<file path="config.mk">
export PLATFORM = sky130hd
export DESIGN_NAME = sr04_meas_scheduler
export DESIGN_NICKNAME = d
export VERILOG_FILES = /design/src/rtl/sr04_meas_scheduler.sv
export SDC_FILE = /design/constraint.sdc
export NUM_CORES = 1
export LEC_CHECK = 0
export ABC_AREA = 1
export CAP_MARGIN = 20
export CORE_ASPECT_RATIO = 1.1
export CORE_UTILIZATION = 57
export CTS_CLUSTER_DIAMETER = 120
export DETAILED_ROUTE_END_ITERATION = 7
export GPL_TIMING_DRIVEN = 0
export PLACE_DENSITY = 0.8
export SETUP_SLACK_MARGIN = 0.3
export SYNTH_ARGS = -nofsm -noshare
export SYNTH_HDL_FRONTEND = slang
export SYNTH_SLANG_ARGS = --single-unit
</file>
<file path="constraint.sdc">
create_clock -name clk_i -period 2.6 [get_ports clk_i]
set_input_delay 0.26 -clock clk_i [delete_from_list [all_inputs] [get_ports clk_i]]
set_output_delay 0.26 -clock clk_i [all_outputs]
set_load 0.01 [all_outputs]
</file>
<file path="src/rtl/sr04_meas_scheduler.sv">
// sr04_meas_scheduler
// Shares the SR04 measurement path between a manual one-shot request and a
// periodic auto-ranging timer. It issues one-clk start pulses, keeps the
// sensor's minimum re-trigger gap, supervises each measurement with a
// timeout, and publishes the distance or flags a timeout error.
//
// Ports
//   clk_i          system clock (100 MHz)
//   rst_ni         asynchronous reset, active low
//   tick_1us_i     one-clk pulse every 1 us
//   req_manual_i   one-clk manual request pulse
//   auto_en_i      level, enables periodic requests
//   meas_done_i    one-clk pulse, echo measurement complete
//   meas_dist_i    distance in cm, valid with meas_done_i
//   sr04_start_o   one-clk start pulse to the SR04 controller
//   dist_out_o     last successful distance in cm
//   dist_valid_o   one-clk pulse when dist_out_o updates
//   timeout_err_o  sticky timeout flag, cleared by next good measurement
//   src_manual_o   requester of current/last measurement (1=manual, 0=auto)
//   busy_o         high in every state except IDLE
//
// state   | meaning
// IDLE    | waiting for a pending request; manual wins over auto
// ISSUE   | start pulse on the output, us counter cleared
// MEASURE | waiting for meas_done or the timeout tick
// GAP     | holding off until MIN_GAP_US after the start pulse
module sr04_meas_scheduler #(
  parameter int unsigned MIN_GAP_US     = 60000,
  parameter int unsigned TIMEOUT_US     = 30000,
  parameter int unsigned AUTO_PERIOD_US = 100000
) (
  input  logic       clk_i,
  input  logic       rst_ni,
  input  logic       tick_1us_i,
  input  logic       req_manual_i,
  input  logic       auto_en_i,
  input  logic       meas_done_i,
  input  logic [8:0] meas_dist_i,
  output logic       sr04_start_o,
  output logic [8:0] dist_out_o,
  output logic       dist_valid_o,
  output logic       timeout_err_o,
  output logic       src_manual_o,
  output logic       busy_o
);

  typedef enum logic [1:0] {IDLE, ISSUE, MEASURE, GAP} state_e;

  localparam logic [16:0] CNT_MAX   = '1;
  localparam logic [16:0] TO_LAST   = 17'(TIMEOUT_US - 1);
  localparam logic [16:0] GAP_LAST  = 17'(MIN_GAP_US - 1);
  localparam logic [16:0] AUTO_LAST = 17'(AUTO_PERIOD_US - 1);

  state_e      state_q, state_d;
  logic [16:0] us_cnt_q, us_cnt_d;
  logic [16:0] auto_cnt_q, auto_cnt_d;
  logic        man_pend_q, man_pend_d;
  logic        auto_pend_q, auto_pend_d;
  logic        start_q, start_d;
  logic [8:0]  dist_q, dist_d;
  logic        valid_q, valid_d;
  logic        terr_q, terr_d;
  logic        src_q, src_d;
  logic        serve_man, serve_auto;
  logic        auto_wrap;
  logic [16:0] us_inc;

  // Counter saturates instead of wrapping.
  assign us_inc = (us_cnt_q == CNT_MAX) ? us_cnt_q : us_cnt_q + 17'd1;

  always_comb begin
    state_d    = state_q;
    us_cnt_d   = us_cnt_q;
    start_d    = 1'b0;
    valid_d    = 1'b0;
    dist_d     = dist_q;
    terr_d     = terr_q;
    src_d      = src_q;
    serve_man  = 1'b0;
    serve_auto = 1'b0;
    case (state_q)
      IDLE: begin
        if (man_pend_q) begin
          serve_man = 1'b1;
          src_d     = 1'b1;
          start_d   = 1'b1;
          state_d   = ISSUE;
        end else if (auto_pend_q) begin
          serve_auto = 1'b1;
          src_d      = 1'b0;
          start_d    = 1'b1;
          state_d    = ISSUE;
        end
      end
      ISSUE: begin
        us_cnt_d = '0;
        state_d  = MEASURE;
      end
      MEASURE: begin
        if (tick_1us_i) us_cnt_d = us_inc;
        // A completed echo beats a timeout tick in the same cycle.
        if (meas_done_i) begin
          dist_d  = meas_dist_i;
          valid_d = 1'b1;
          terr_d  = 1'b0;
          state_d = GAP;
        end else if (tick_1us_i && us_cnt_q == TO_LAST) begin
          terr_d  = 1'b1;
          state_d = GAP;
        end
      end
      GAP: begin
        if (tick_1us_i) us_cnt_d = us_inc;
        if (tick_1us_i && us_cnt_q == GAP_LAST) state_d = IDLE;
      end
      default: state_d = IDLE;
    endcase
  end

  // Request flags: a new request in the same cycle as service is kept.
  always_comb begin
    auto_wrap = auto_en_i && tick_1us_i && (auto_cnt_q == AUTO_LAST);
    auto_cnt_d = auto_cnt_q;
    if (!auto_en_i)      auto_cnt_d = '0;
    else if (tick_1us_i) auto_cnt_d = auto_wrap ? 17'd0 : auto_cnt_q + 17'd1;
    man_pend_d  = req_manual_i | (man_pend_q & ~serve_man);
    auto_pend_d = auto_en_i & (auto_wrap | (auto_pend_q & ~serve_auto));
  end

  always_ff @(posedge clk_i or negedge rst_ni) begin
    if (!rst_ni) begin
      state_q     <= IDLE;
      us_cnt_q    <= '0;
      auto_cnt_q  <= '0;
      man_pend_q  <= 1'b0;
      auto_pend_q <= 1'b0;
      start_q     <= 1'b0;
      dist_q      <= '0;
      valid_q     <= 1'b0;
      terr_q      <= 1'b0;
      src_q       <= 1'b0;
    end else begin
      state_q     <= state_d;
      us_cnt_q    <= us_cnt_d;
      auto_cnt_q  <= auto_cnt_d;
      man_pend_q  <= man_pend_d;
      auto_pend_q <= auto_pend_d;
      start_q     <= start_d;
      dist_q      <= dist_d;
      valid_q     <= valid_d;
      terr_q      <= terr_d;
      src_q       <= src_d;
    end
  end

  assign sr04_start_o  = start_q;
  assign dist_out_o    = dist_q;
  assign dist_valid_o  = valid_q;
  assign timeout_err_o = terr_q;
  assign src_manual_o  = src_q;
  assign busy_o        = (state_q != IDLE);

endmodule

</file>
Word level (Yosys, flattened, before mapping)
Cells that the tools add are included.
{"block": "word_totals", "regBits": 51, "latch_bits": 0, "ramBits": 0, "rom_bits": 0, "inputBits": 15, "output_inout_bits": 14, "wordCells": 72, "memories": 0}
{"block": "op_classes", "add_sub_neg": 2, "n_mul": 0, "div": 0, "n_lt_le_gt_ge": 0, "n_eq_ne": 13, "shifts": 0, "mux": 25, "n_bitwise": 7, "n_reduce_logical": 15}
{"operator": "two-way mux 17 bit", "count": 5}
{"operator": "adder 17 x 1 -> 17 bit (second input constant)", "count": 2}
{"operator": "equality test 17 bit (second input constant)", "count": 2}
{"operator": "case mux 17 bit (2 select lines)", "count": 1}
{"operator": "equality test 17 x 15 -> 1 bit (second input constant)", "count": 1}
{"operator": "equality test 17 x 16 -> 1 bit (second input constant)", "count": 1}
{"operator": "two-way mux 1 bit", "count": 13}
{"operator": "two-way mux 2 bit", "count": 5}
{"operator": "case mux 2 bit (4 select lines)", "count": 1}
{"operator": "nonzero test 2 bit", "count": 4}
{"operator": "!= test 2 bit (second input constant)", "count": 3}
{"operator": "!= test 3 bit (second input constant)", "count": 2}
{"operator": "AND reduction 2 bit", "count": 3}
{"operator": "AND reduction 3 bit", "count": 2}
{"operator": "equality test 2 bit (second input constant)", "count": 2}
{"operator": "logical AND 1 bit", "count": 4}
{"operator": "bitwise AND 1 bit", "count": 3}
{"operator": "equality test 2 x 1 -> 1 bit (second input constant)", "count": 1}
{"operator": "logical NOT 2 bit", "count": 1}
{"operator": "!= test 2 x 1 -> 1 bit (second input constant)", "count": 1}
{"operator": "inverter 1 bit", "count": 2}
{"operator": "bitwise OR 1 bit", "count": 2}
{"operator": "OR reduction 2 bit", "count": 1}

Logic depth before layout (Yosys ltp)
Gate-level depths: netlist of run 1.
{"block": "logic_depth", "word_depth": 7, "ltp_mapped": 15, "ltp_nobuf": 15}

Worst setup path after synthesis of run 1
Ideal clock, no wire load.
{"block": "synth_path", "path_type": "register to register", "startpoint": "reg us_cnt_q[0]", "endpoint": "reg us_cnt_q[12]", "setup_time_ns": 0.126, "t_arrival_ns": 1.838, "path_slack_ns": 0.635, "path_stages_with_launch": 14, "n_path_buf": 0, "period_less_slack_ns": 1.965, "path_cell_list": "dfrtp_1 > ha_1 > nand3_1 > nor2_2 > nand2_1 > nor4_1 > ha_1 > nor2_1 > nand2_1 > nand2_4 > inv_1 > nor3_1 > o21ai_0 > nor2_1"}
{"block": "synth_between", "elab_chain_len": 4, "elab_cells_between_ends": 7, "cone_classes": "add/sub: 1; eq/ne: 2; mux: 3; reduce/logical: 1"}
{"element": "start: declaration", "line": "55", "text": "logic [16:0] us_cnt_q, us_cnt_d;"}
{"element": "start signal: assignment", "line": "144", "text": "us_cnt_q <= us_cnt_d;"}
{"element": "adder 17 x 1 -> 17 bit", "line": "69", "text": "assign us_inc = (us_cnt_q == CNT_MAX) ? us_cnt_q : us_cnt_q + 17'd1;"}
{"element": "two-way mux 17 bit", "line": "69"}
{"element": "two-way mux 17 bit", "line": "100, 113"}
{"element": "case mux 17 bit (2 select lines)", "line": "81", "text": "case (state_q)"}
Several ways; a longest one is shown, not always the timed one. The select of a mux whose other input is x is not followed.
A chain may end at the register's enable or synchronous reset.

Final worst setup path of run 1
{"block": "layout_path", "startpoint": "reg us_cnt_q[0]", "endpoint": "reg us_cnt_q[10]"}
Same word-level chain as after synthesis.

==> results.md, run 1 <==
- The flow ran to the end, and the final reports show no timing, DRC or antenna violations.
- The number of nets in the synthesized netlist is 385.
- The synthesized design contains 51 register bits.
- The worst hold slack across all endpoints is 0.4007 ns.
- The clock net sink count is 51.
- The number of buffers added by the clock tree synthesis step is 5.
- Signal routing reaches up to met4.
- In the final design database the tool counted 423 nets.
- The sequential element share of the synthesized area is 45.56%.
- The post-synthesis share of cell area spent on full adders, half adders and majority gates is 2.680%.
- The clock tree from TritonCTS is yes.
- The DRC violation count after routing is 0.
- Of the cells placed in the final design, the portion with a size suffix greater than 1 is 11.17%.
- The final period demand of the worst path is 2.180 ns.
- The first global-routing pass estimated 9.673 mm of wire.
- The peak ir drop on the vdd network is 0.5332 mV.
- The fraction of the mapped netlist area in compound gates is 7.995%.
- Data on the critical path arrives at its endpoint at 2.37 ns.
- The peak clock frequency supported by timing is 0.4587 GHz.
- The synthesized netlist occupies a cell area of 2801 sq um.
- The critical path buffer and inverter count is 0.
- Dividing total power by cell area gives a power density of 714.9 nW/um^2.
- The clock reaches the later pin of the worst-skew pair after 0.30 ns.
- Setup repair after global routing left no endpoint under its margin.
- The post-route total power is 0.002373 W.
- The max-slew headroom at the worst pin is 71.31%.
- The mean post-synth cell area is 7.696 sq um.
- The port buffer count is 28.
- The die footprint is 5200 sq um.
- The routed wirelength normalized by instance count is 12.86 um.
- The count of warnings emitted by yosys is 0.
- The path class of the tightest hold or removal check is input pin to async pin.
- In this run the standard cell core region covers 4684 sq um.
- The first-iteration detailed-routing DRC count is 132.
- The total global-route track usage is 24.68%.
- The via-per-instance ratio is 5.353.
- The longest clock path from root to sink contains 2 buffers.
- The number of placement rows is 26.
- After synthesis, the largest family of logic cells by area is simple AND/OR/NAND/NOR gates.
- The number of pins exceeding their max-slew limit in the final report is 0.
- The synthesized-area fraction occupied by and/or/nand/nor cells is 35.24%.
- The relative area change from synthesis to final layout is 18.49%.
- The number of maximum-capacitance violations is 0.
- The number of global-route vias before repair is 2266.
- The setup path with the least slack is of type register to register.
- For the final database, setup skew stands at 0.01034 ns.
- The worst register-to-register path has a depth of 14.
- The largest net degree at the start of global routing is 38.
- Cells fill 70.86% of the core in the end.
- The layout filler cell count is 359.
- The last weighted congestion value of the routability-driven placer is 0.8420.
- STA classifies the critical path endpoint as a register.
- The H-tree depth is 2.
- The height of the die is 75.53 um.
- In this run the critical register-to-register path is launched from us_cnt_q[0].
- The final layout contains routed wiring with a total length of 5.901 mm.
- For this run, the detailed router's first-pass iteration total came to 4.
- After detailed routing, the wire length on met1 is 2.643 mm.
- The number of antenna diodes in the final layout is 0.
- Setup violations remaining at the end of the flow were counted as 0.
- Pin placement for this block handled 29 I/O pins.
- The number of antenna violations at the first check in global routing came to 0.
- For this run the aggregate overflow at the end of global routing stands at 0.
- The initial cell density of the core is 59.80%.
- The cell type of the slowest stage on the worst timing path is sky130_fd_sc_hd__dfrtp_1.
- Across the whole layout, storage elements account for 1276 sq um.
- In this design, the critical path's most frequently occurring cell is sky130_fd_sc_hd__nand2_1.
- The family with the most delay on the worst path is simple AND/OR/NAND/NOR gates.
- The number of distinct library cell variants in the gate-level netlist after synthesis is 32.
- The number of endpoints with negative hold slack in the final report is 0.
- The required time of the critical path is 2.79 ns.
- The portion of the clock cycle consumed by the worst path in the final layout is 83.85%.
- The startpoint kind of the worst setup timing path is a register.
- The fraction of synthesized area in multiplexers is 0.4020%.
- The number of standard cells after synthesis is 364.
- The horizontal die dimension is 68.85 um.
- Across all register-to-register paths, the minimum setup slack is 0.42 ns.
- The capturing point of the worst reg2reg path is us_cnt_q[10].
- After clock tree synthesis, the clock-pin slew on the worst setup and hold paths is 0.10 ns.
- The largest incremental delay on the critical path is 0.42 ns.
- In the final layout, the multi-input gates occupy 1338 sq um.
- The count of nets left with antenna violations once routing finished came out at 0.
- Summed over all failing endpoints, the final setup total negative slack is 0 ns.
- The amount of wire on met2 after detailed routing is 2.993 mm.
- The signal on the critical path passes through ha_1 -> nand3_2 -> nor2_2 -> nand2_1 -> nor4_2 -> ha_1 -> nor2_1 -> nand2_2 -> nand2_4 -> nand2_1 -> nor2_2 -> nand3_1 -> nand2_1 -> a21oi_1.
- At the pin with the least slew margin, the transition time is 0.4303 ns.
- The maximum fanout count along the critical path is 8.
- The leakage component of the power is 1.544 nW.
- After Yosys synthesis, XOR and XNOR cells account for 0.9379% of the synthesized area.
- In the detailed route, the total length drawn on met3 is 161 um.
- The total number of vias is 2457.
- Summed over all nets, the half-perimeter wirelength after detailed placement is 4.361 mm.
- CTS placed an instance of sky130_fd_sc_hd__clkbuf_8 at the clock tree root.
==> per-layer routing <==
metal	track usage (%)	vias up
li1	-	1255
met1	30.84	1148
met2	43.15	43
met3	4.491	11
met4	7.483	0
met5	0	-
==> power by group <==
part           internal [W]  leakage (nW)  switching (W)  total [W]
logic              0.000340         0.798       0.000476   0.000816
registers          0.000909         0.684      0.0000688   0.000978
clock network      0.000317        0.0618       0.000262   0.000578
total               0.00157          1.54       0.000807    0.00237
==> worst register-to-register path, delay by kind of cell (launching register included) <==
kind                       cells  cell delay (ns)
and+or+nand+nor               11             1.19
DFF                            1             0.42
adders and majority gates      2             0.43
AOI/OAI and AO/OA              1             0.04
==> registers in the layout, indices dropped and copies added (netlist names) <==
signal and count:
auto_cnt_q 17, us_cnt_q 17, dist_out_o 9, state_q 2, auto_pend_q 1, dist_valid_o 1, man_pend_q 1, sr04_start_o 1
src_manual_o 1, timeout_err_o 1
==> placed cells by master (no fill, tap or decap), types with 3 or more instances in the layout <==
master                            synthesis  layout
sky130_fd_sc_hd__nand2_1                112     111
sky130_fd_sc_hd__dfrtp_1                 51      51
sky130_fd_sc_hd__inv_1                   46      45
sky130_fd_sc_hd__clkdlybuf4s50_1          0      27
sky130_fd_sc_hd__nor2_1                  24      24
sky130_fd_sc_hd__nand3_1                 23      22
sky130_fd_sc_hd__o21ai_0                 16      16
sky130_fd_sc_hd__nand4_1                 13      13
sky130_fd_sc_hd__a21oi_1                 11      11
sky130_fd_sc_hd__nor3_1                  11      11
sky130_fd_sc_hd__nand2_2                  5       6
sky130_fd_sc_hd__nor2_2                   6       6
sky130_fd_sc_hd__nand3_2                  5       6
sky130_fd_sc_hd__ha_1                     6       6
sky130_fd_sc_hd__clkbuf_8                 0       6
sky130_fd_sc_hd__o21ai_1                  5       5
sky130_fd_sc_hd__nor2_4                   4       4
sky130_fd_sc_hd__o22ai_1                  4       4
sky130_fd_sc_hd__inv_2                    2       3
==> synthesized netlist by cell type <==
| cell type | n | area share (%) |
|---|---|---|
| sky130_fd_sc_hd__nand3_1 | 23 | 4.1 |
| sky130_fd_sc_hd__xor2_1 | 2 | 0.63 |
| sky130_fd_sc_hd__o22ai_1 | 4 | 0.89 |
| sky130_fd_sc_hd__inv_6 | 1 | 0.31 |
| sky130_fd_sc_hd__inv_1 | 46 | 6.2 |
| sky130_fd_sc_hd__nand4_1 | 13 | 2.9 |
| sky130_fd_sc_hd__ha_1 | 6 | 2.7 |
| sky130_fd_sc_hd__a21o_1 | 1 | 0.27 |
| sky130_fd_sc_hd__a21oi_1 | 11 | 2.0 |
| sky130_fd_sc_hd__nand2_4 | 2 | 0.80 |
| sky130_fd_sc_hd__nor2_2 | 6 | 1.3 |
| sky130_fd_sc_hd__nor4_1 | 2 | 0.45 |
| sky130_fd_sc_hd__inv_2 | 2 | 0.27 |
| sky130_fd_sc_hd__nand2_1 | 112 | 15 |
| sky130_fd_sc_hd__nor3_2 | 2 | 0.71 |
| sky130_fd_sc_hd__or2_2 | 1 | 0.22 |
| sky130_fd_sc_hd__nor3_1 | 11 | 2.0 |
| sky130_fd_sc_hd__nor2_4 | 4 | 1.6 |
| sky130_fd_sc_hd__clkbuf_1 | 1 | 0.13 |
| sky130_fd_sc_hd__clkinv_1 | 1 | 0.13 |
| sky130_fd_sc_hd__o21bai_1 | 1 | 0.27 |
| sky130_fd_sc_hd__a41oi_1 | 1 | 0.31 |
| sky130_fd_sc_hd__o21ai_1 | 5 | 0.89 |
| sky130_fd_sc_hd__buf_2 | 1 | 0.18 |
| sky130_fd_sc_hd__xnor2_1 | 1 | 0.31 |
| sky130_fd_sc_hd__o21ai_0 | 16 | 2.9 |
| sky130_fd_sc_hd__mux2_2 | 1 | 0.40 |
| sky130_fd_sc_hd__nand2_2 | 5 | 1.1 |
| sky130_fd_sc_hd__nor2_1 | 24 | 3.2 |
| sky130_fd_sc_hd__o21a_1 | 2 | 0.54 |
| sky130_fd_sc_hd__dfrtp_1 | 51 | 46 |
| sky130_fd_sc_hd__nand3_2 | 5 | 1.8 |
==> logic make-up after synthesis <==
logic type               after synthesis
AO/OA/AOI/OAI                         41
XOR/XNOR                               3
adder cells (fa/ha/maj)                6
buffers and inverters                 52
flip-flops                            51
multiplexers                           1
AND/OR/NAND/NOR                      210
==> metrics by stage <==
step / instances / setup slack (ns) / area [sq um]
2_1_floorplan: 364 / 0.6351 / 2801
3_3_place_gp: 448 / -0.2443 / 3152
3_5_place_dp: 449 / 0.2860 / 3167
4_1_cts: 459 / 0.3026 / 3306
5_1_grt: 459 / 0.2607 / 3319
6_report: 459 / 0.4199 / 3319
==> area by class of cell <==
type                            instances  share of cell area [%]
Multi-Input combinational cell        261                   40.29
Sequential cell                        51                   38.45
Timing Repair Buffer                   31                   9.423
Inverter                               50                   5.805
Clock buffer                            6                   2.488
Tap cell                               56                   2.111
Clock inverter                          2                   1.168
Buffer                                  2                  0.2639
==> how the worst max path moves through the flow <==
| stage | startpoint | end | slack [ns] | depth (start not counted) |
|---|---|---|---|---|
| CTS | us_cnt_q[0] | us_cnt_q[12] | 0.30 | 13 |
| floorplan | us_cnt_q[0] | us_cnt_q[12] | 0.64 | 13 |
| global route | us_cnt_q[0] | us_cnt_q[8] | 0.26 | 13 |
| detailed placement | us_cnt_q[0] | us_cnt_q[12] | 0.29 | 13 |
| global placement | rst_ni | dist_out_o[8] | -0.24 | 1 |
| finish | us_cnt_q[0] | us_cnt_q[10] | 0.42 | 14 |
==> timing repair <==
item | CTS | global route
endpoints found under the setup margin | 1 | 11
hold endpoints to repair | 14 | 0
resized for setup | 0 | 4
cloned | 0 | 0
setup buffers | 1 | 0
hold buffers | 1 | 0
pin swaps | 1 | 0
Power figures use the tool's default switching activity.
==> run 2: changes to the inputs <==
clock period = 2.2 ns   (was 2.6 ns; I/O delays follow)
==> run 2 against run 1 <==
Compared with the run above:
- combinational power up 45%
- maximum frequency up 9.8%
- critical path type unchanged
- die area unchanged
- power up 28%
- via count up 9.1%
- largest power group is now combinational cells
- setup slack worse by 0.21 ns
- critical path depth unchanged
==> results.md, run 2 (synthesis results as in run 1) <==
- The number of pins exceeding their max-slew limit in the final report is 0 (unchanged).
- The actual slew at the worst max-slew pin was 0.4181 ns (-0.01222 ns).
- The number of buffers added by the clock tree synthesis step was 5 (unchanged).
- The first-iteration detailed-routing DRC count is 225 (+70%).
- The count of nets after finishing came to 437 (+3.3%).
- The routed wirelength normalized by instance count is 14.43 um (+12%).
- The number of global-route vias before repair came to 2337 (+3.1%).
- The maximum fanout count along the critical path is 6 (-2).
- The worst hold slack across all endpoints came to 0.3653 ns (-0.03540 ns).
- The first-pass detailed-route iteration total came to 6 (+2).
- The clock net sink count is 51 (unchanged).
- The most common cell after layout, fill and taps aside is sky130_fd_sc_hd__nand2_1.
- The largest net degree at the start of global routing is 38 (unchanged).
- The total I/O pin count came to 29 (unchanged).
- The clock network latency to the later pin of the worst-skew pair is 0.30 ns (about the same).
- The leakage component of the power is 1.658 nW (+7.4%).
- The area of the core region is 4684 sq um (unchanged).
- The relative area change from synthesis to final layout is 26.31%.
- The final period demand of the worst path is 1.986 ns (-0.1945 ns).
- The required time of the critical path is 2.40 ns (-0.39 ns).
- STA classifies the critical path startpoint as a register.
- The fraction of final layout cells sized beyond drive strength 1 was 17.51% (+6.3 points).
- The H-tree depth came to 2 (unchanged).
- The startpoint-to-endpoint class of the critical path is register to register.
- The min-delay analysis places its worst path in the category input pin to async pin.
- The number of antenna violations at the first check in global routing was 0 (unchanged).
- The capturing point of the worst reg2reg path is us_cnt_q[15].
- The horizontal die dimension is 68.85 um (unchanged).
- The final wirelength is 6.827 mm (+16%).
- The flow ran to the end, and the final reports show no timing, DRC or antenna violations.
- The worst setup path is captured at a register.
- The via-per-instance ratio was 5.666 (+5.8%).
- The last weighted congestion value of the routability-driven placer is 0.8807 (+4.6%).
- The die footprint is 5200 sq um (unchanged).
- The portion of the clock cycle consumed by the worst path in the final layout came to 90.26% (+6.4 points).
- The total of endpoints with negative setup slack in the final report is 0 (unchanged).
- The worst clock skew is 0.009445 ns (-0.0008956 ns).
- The post-route core utilization is 75.53% (+4.7 points).
- The number of endpoints with negative hold slack in the final report is 0 (unchanged).
- The total congestion overflow is 0 (unchanged).
- The depth of the most critical reg-to-reg path is 14 (unchanged).
- The number of maximum-capacitance violations came to 0 (unchanged).
- The max-slew headroom at the worst pin is 72.10% (+0.78 points).
- The power per cell area is 860.4 nW/um^2 (+20%).
- The number of antenna-violating nets in the routed design was 0 (unchanged).
- Leaving out fill and tap cells, the most frequent cells in the layout are sky130_fd_sc_hd__nand2_1 (107), sky130_fd_sc_hd__dfrtp_1 (50), sky130_fd_sc_hd__inv_1 (44).
- The number of placement rows came to 26 (unchanged).
- The height of the die was 75.53 um (unchanged).
- Setup repair after global routing could not meet its margin everywhere.
- The tree is rooted in a sky130_fd_sc_hd__clkbuf_8.
- The clock transition at the register clock pins on the worst setup and hold paths after CTS is 0.10 ns (about the same).
- The total number of vias came to 2680 (+9.1%).
- The estimated wirelength of the detail-placed design came to 4.405 mm (+1.0%).
- In this run the critical register-to-register path is launched from us_cnt_q[0].
- The slack of the worst reg-to-reg path is 0.21 ns (-0.21 ns).
- The data arrival at the endpoint of the critical path is 2.19 ns (-0.18 ns).
- The number of diodes added for antenna fixing is 0 (unchanged).
- TritonCTS built the clock tree.
- The port buffer count came to 28 (unchanged).
- The DRC violation count after routing is 0 (unchanged).
- The total global-route track usage was 26.72% (+2.0 points).
- The initial cell density of the core is 59.80% (unchanged).
- The peak clock frequency supported by timing came to 0.5036 GHz (+9.8%).
- The wire length of the first global-routing pass was 10.27 mm (+6.1%).
- The peak ir drop on the vdd network is 0.7043 mV (+32%).
- The number of buffers on the longest clock path was 2 (unchanged).
-- run 2: repair_timing --
action	CTS	global route
setup buffers	9	6
hold endpoints to repair	14	0
gates resized for setup	20	16
pin swaps	11	13
hold buffers	1	0
setup endpoints to repair	18	17
-- run 2: how the worst max path moves through the flow --
| stage | from | end | slack, ns |
|---|---|---|---|
| detailed placement | us_cnt_q[0] | us_cnt_q[12] | 0.004 |
| global placement | rst_ni | dist_out_o[7] | -0.61 |
| CTS | us_cnt_q[0] | us_cnt_q[9] | 0.18 |
| floorplan | us_cnt_q[0] | us_cnt_q[12] | 0.27 |
| global route | us_cnt_q[0] | us_cnt_q[7] | 0.1 |
| finish | us_cnt_q[0] | us_cnt_q[15] | 0.21 |
-- run 2: report_power, final --
group          switching (W)  internal (W)
combinational       0.000665      0.000519
sequential         0.0000874       0.00107
clock               0.000325      0.000375
total                0.00108       0.00197
-- run 2: routing by layer --
| metal | part of all wire, % | global-route usage, % | vias to the layer above |
|---|---|---|---|
| met4 | 2.3 | 9.751 | 0 |
| met1 | 43 | 33.59 | 1284 |
| met5 | 0 | 0 | - |
| li1 | - | - | 1282 |
| met3 | 3.8 | 5.240 | 15 |
| met2 | 51 | 45.42 | 99 |
-- run 2: cell type report --
cell class / instances / area (sq um)
Sequential cell: 51 / 1277
Inverter: 50 / 195.2
Fill cell: 333 / 1146
Multi-Input combinational cell: 261 / 1434
Buffer: 2 / 8.758
Clock inverter: 2 / 38.79
Tap cell: 56 / 70.07
Timing Repair Buffer: 45 / 431.7
Clock buffer: 6 / 82.58
-- run 2: worst max-delay path, stage by stage (launching register included) --
cell and delay [ns]:
sky130_fd_sc_hd__dfrtp_1 0.42, sky130_fd_sc_hd__ha_4 0.17, sky130_fd_sc_hd__nand3_4 0.08, sky130_fd_sc_hd__nor2_4 0.11, sky130_fd_sc_hd__nand2_2 0.08, sky130_fd_sc_hd__nor4_4 0.15
sky130_fd_sc_hd__ha_2 0.24, sky130_fd_sc_hd__nor2_4 0.04, sky130_fd_sc_hd__nand2_4 0.11, sky130_fd_sc_hd__nand2_8 0.09, sky130_fd_sc_hd__buf_6 0.12, sky130_fd_sc_hd__nand4_1 0.10
sky130_fd_sc_hd__nand2_1 0.07, sky130_fd_sc_hd__nand2_1 0.05, sky130_fd_sc_hd__nor2_1 0.04
-- run 2: per-stage QoR --
stage          cell area, sq um  power, W  setup slack, ns  cells  setup TNS, ns
3_3_place_gp               3164  0.002102          -0.6076    448         -30.81
5_1_grt                    3538  0.003205          0.09998    473              0
3_5_place_dp               3179  0.002121         0.003533    449              0
2_1_floorplan              2814  0.001724           0.2683    364              0
6_report                   3538  0.003045           0.2144    473              0
4_1_cts                    3440  0.002895           0.1758    467              0
==> run 3: changes to the inputs <==
REMOVE_ABC_BUFFERS = 1   (was default)
==> run 3 against run 2 <==
Compared with the run above:
- sequential power about the same
- cell count shrank 0.63%
- design area shrank 1.7%
- clock skew shrank 0.0019 ns
- register-to-register slack about the same
- wire length shrank 7.3%
- maximum frequency down 0.36%
- hold slack better by 0.019 ns
- critical path depth fell by 2
- highest routed layer unchanged
==> results.md, run 3 (synthesis results as in run 1) <==
- The flow ran to the end, and the final reports show no timing, DRC or antenna violations.
- The final period demand of the worst path is 1.993 ns (+0.007113 ns).
- The worst setup path is of the register to register kind.
- The final wirelength is 6.329 mm (-7.3%).
- The initial cell density of the core is 59.80% (unchanged).
- The total I/O pin count is 29 (unchanged).
- The clock transition at the register clock pins on the worst setup and hold paths after CTS is 0.09 ns (about the same).
- The number of placement rows is 26 (unchanged).
- The number of diodes added for antenna fixing is 0 (unchanged).
- The number of endpoints with negative hold slack in the final report came to 0 (unchanged).
- The estimated wirelength of the detail-placed design came to 4.415 mm (+0.24%).
- The number of global-route vias before repair is 2276 (-2.6%).
- The via-per-instance ratio is 5.506 (-2.8%).
- The maximum fanout count along the critical path is 7 (+1).
- The last weighted congestion value of the routability-driven placer is 0.8798 (-0.10%).
- Setup repair after global routing could not meet its margin everywhere.
- The number of buffers on the longest clock path is 2 (unchanged).
- The port buffer count is 28 (unchanged).
- The wire length of the first global-routing pass is 9.811 mm (-4.4%).
- The depth of the most critical reg-to-reg path is 12 (-2).
- The total of endpoints with negative setup slack in the final report is 0 (unchanged).
- The required time of the critical path is 2.40 ns (about the same).
- The data arrival at the endpoint of the critical path came to 2.19 ns (about the same).
- The post-route total power is 0.002825 W (-7.2%).
- In the layout the commonest cells are sky130_fd_sc_hd__nand2_1 (105), sky130_fd_sc_hd__dfrtp_1 (51), sky130_fd_sc_hd__inv_1 (44).
- The routed wirelength normalized by instance count came to 13.47 um (-6.7%).
- The clock net sink count is 51 (unchanged).
- The finished layout cell area is 3477 sq um (-1.7%).
- The actual slew at the worst max-slew pin is 0.4595 ns (+0.04134 ns).
- The power per cell area is 812.5 nW/um^2 (-5.6%).
- The capturing point of the worst reg2reg path is us_cnt_q[11].
- Clock tree synthesis selected as its root buffer the cell sky130_fd_sc_hd__clkbuf_8.
- The worst setup path is launched from a register.
- The portion of the clock cycle consumed by the worst path in the final layout is 90.58% (+0.32 points).
- The total number of vias was 2588 (-3.4%).
- TritonCTS built the clock tree.
- The height of the die is 75.53 um (unchanged).
- The max-slew headroom at the worst pin is 69.37% (-2.7 points).
- The number of maximum-capacitance violations is 0 (unchanged).
- The clock network latency to the later pin of the worst-skew pair is 0.30 ns (about the same).
- The first-pass detailed-route iteration total is 5 (-1).
- The peak ir drop on the vdd network was 0.6288 mV (-11%).
- The critical path capture point type is a register.
- The count of nets after finishing is 434 (-0.69%).
- In this run the worst hold path is classified as input pin to async pin.
- The die footprint is 5200 sq um (unchanged).
- The H-tree depth came to 2 (unchanged).
- In this run the worst setup path begins at us_cnt_q[6].
- The number of pins exceeding their max-slew limit in the final report is 0 (unchanged).
- The slack of the worst reg-to-reg path is 0.21 ns (about the same).
- The peak clock frequency supported by timing was 0.5018 GHz (-0.36%).
- The worst clock skew is 0.007534 ns (-0.001912 ns).
- The horizontal die dimension came to 68.85 um (unchanged).
- The launch instance of the worst register-to-register path is us_cnt_q[6].
- The post-route core utilization is 74.23% (-1.3 points).
- The post-layout instance count excluding filler cells is 470 (-0.63%).
- The total instance count after detailed placement is 447 (-0.45%).
- The number of antenna-violating nets in the routed design is 0 (unchanged).
- The largest net degree at the start of global routing came to 35 (-7.9%).
- The most common cell after layout, fill and taps aside is sky130_fd_sc_hd__nand2_1.
- The number of antenna violations at the first check in global routing was 0 (unchanged).
- Relative to the synthesized area, the layout overhead comes to 24.12%.
- The area of the core region is 4684 sq um (unchanged).
- The total congestion overflow came to 0 (unchanged).
- The first-iteration detailed-routing DRC count was 125 (-44%).
- The number of buffers added by the clock tree synthesis step is 5 (unchanged).
- The cell area reported after detailed placement is 3158 sq um (-0.67%).
- The fraction of final layout cells sized beyond drive strength 1 was 17.15% (-0.36 points).
- The DRC violation count after routing is 0 (unchanged).
- The leakage component of the power was 1.659 nW (about the same).
- The total global-route track usage was 25.36% (-1.4 points).
-- run 3: worst max-delay path, cell delays in order, from the launching register on --
cell and delay, ns:
sky130_fd_sc_hd__dfrtp_1 0.44, sky130_fd_sc_hd__inv_1 0.13, sky130_fd_sc_hd__nor3_4 0.22, sky130_fd_sc_hd__nand2_2 0.10, sky130_fd_sc_hd__nor4_4 0.14, sky130_fd_sc_hd__ha_2 0.22, sky130_fd_sc_hd__nor2_2 0.04, sky130_fd_sc_hd__nand2_2 0.10
sky130_fd_sc_hd__nand2_4 0.12, sky130_fd_sc_hd__nand2_4 0.11, sky130_fd_sc_hd__nor2_4 0.05, sky130_fd_sc_hd__a21oi_1 0.15, sky130_fd_sc_hd__nor2_1 0.06
-- run 3: final cells by class --
class	count	area, sq um
Multi-Input combinational cell	261	1424
Sequential cell	51	1276
Fill cell	351	1207
Timing Repair Buffer	44	416.7
Inverter	50	195.2
Clock buffer	7	86.33
Tap cell	56	70.07
Clock inverter	1	8.758
-- run 3: stage by stage --
step                hold slack (ns)  TNS, ns  setup WS [ns]
global route                 0.4508        0         0.1013
detailed placement           0.1906  -0.2451       -0.07829
global placement             0.4611   -31.72        -0.6220
finish                       0.3844        0         0.2073
CTS                          0.3974        0         0.2193
floorplan                  -0.07559        0         0.2351
-- run 3: power breakdown --
part,internal [W],leakage (nW),switching (W)
logic,0.000482,0.926,0.000626
registers,0.00107,0.684,0.0000800
clock network,0.000258,0.0484,0.000304
total,0.00182,1.66,0.00101
-- run 3: layer usage --
metal / vias up / track usage [%] / share of wire [%]
met3: 11 / 4.790 / 3.5
met2: 60 / 43.37 / 52
met5: - / 0 / 0
met4: 0 / 8.390 / 1.7
met1: 1239 / 32.11 / 43
li1: 1278 / - / -
-- run 3: repair_timing --
item | 4_1_cts | 5_1_grt
pin swaps | 11 | 6
buffers inserted | 9 | 5
setup endpoints to repair | 18 | 18
hold buffers | 1 | 0
cloned | 0 | 0
gates resized for setup | 19 | 15
endpoints found under the hold margin | 17 | 0
-- run 3: worst max path at each step --
stage,to,depth (start not counted)
floorplan,us_cnt_q[12],13
global route,us_cnt_q[10],13
global placement,dist_out_o[4],1
CTS,us_cnt_q[9],15
detailed placement,us_cnt_q[12],13
finish,us_cnt_q[11],12
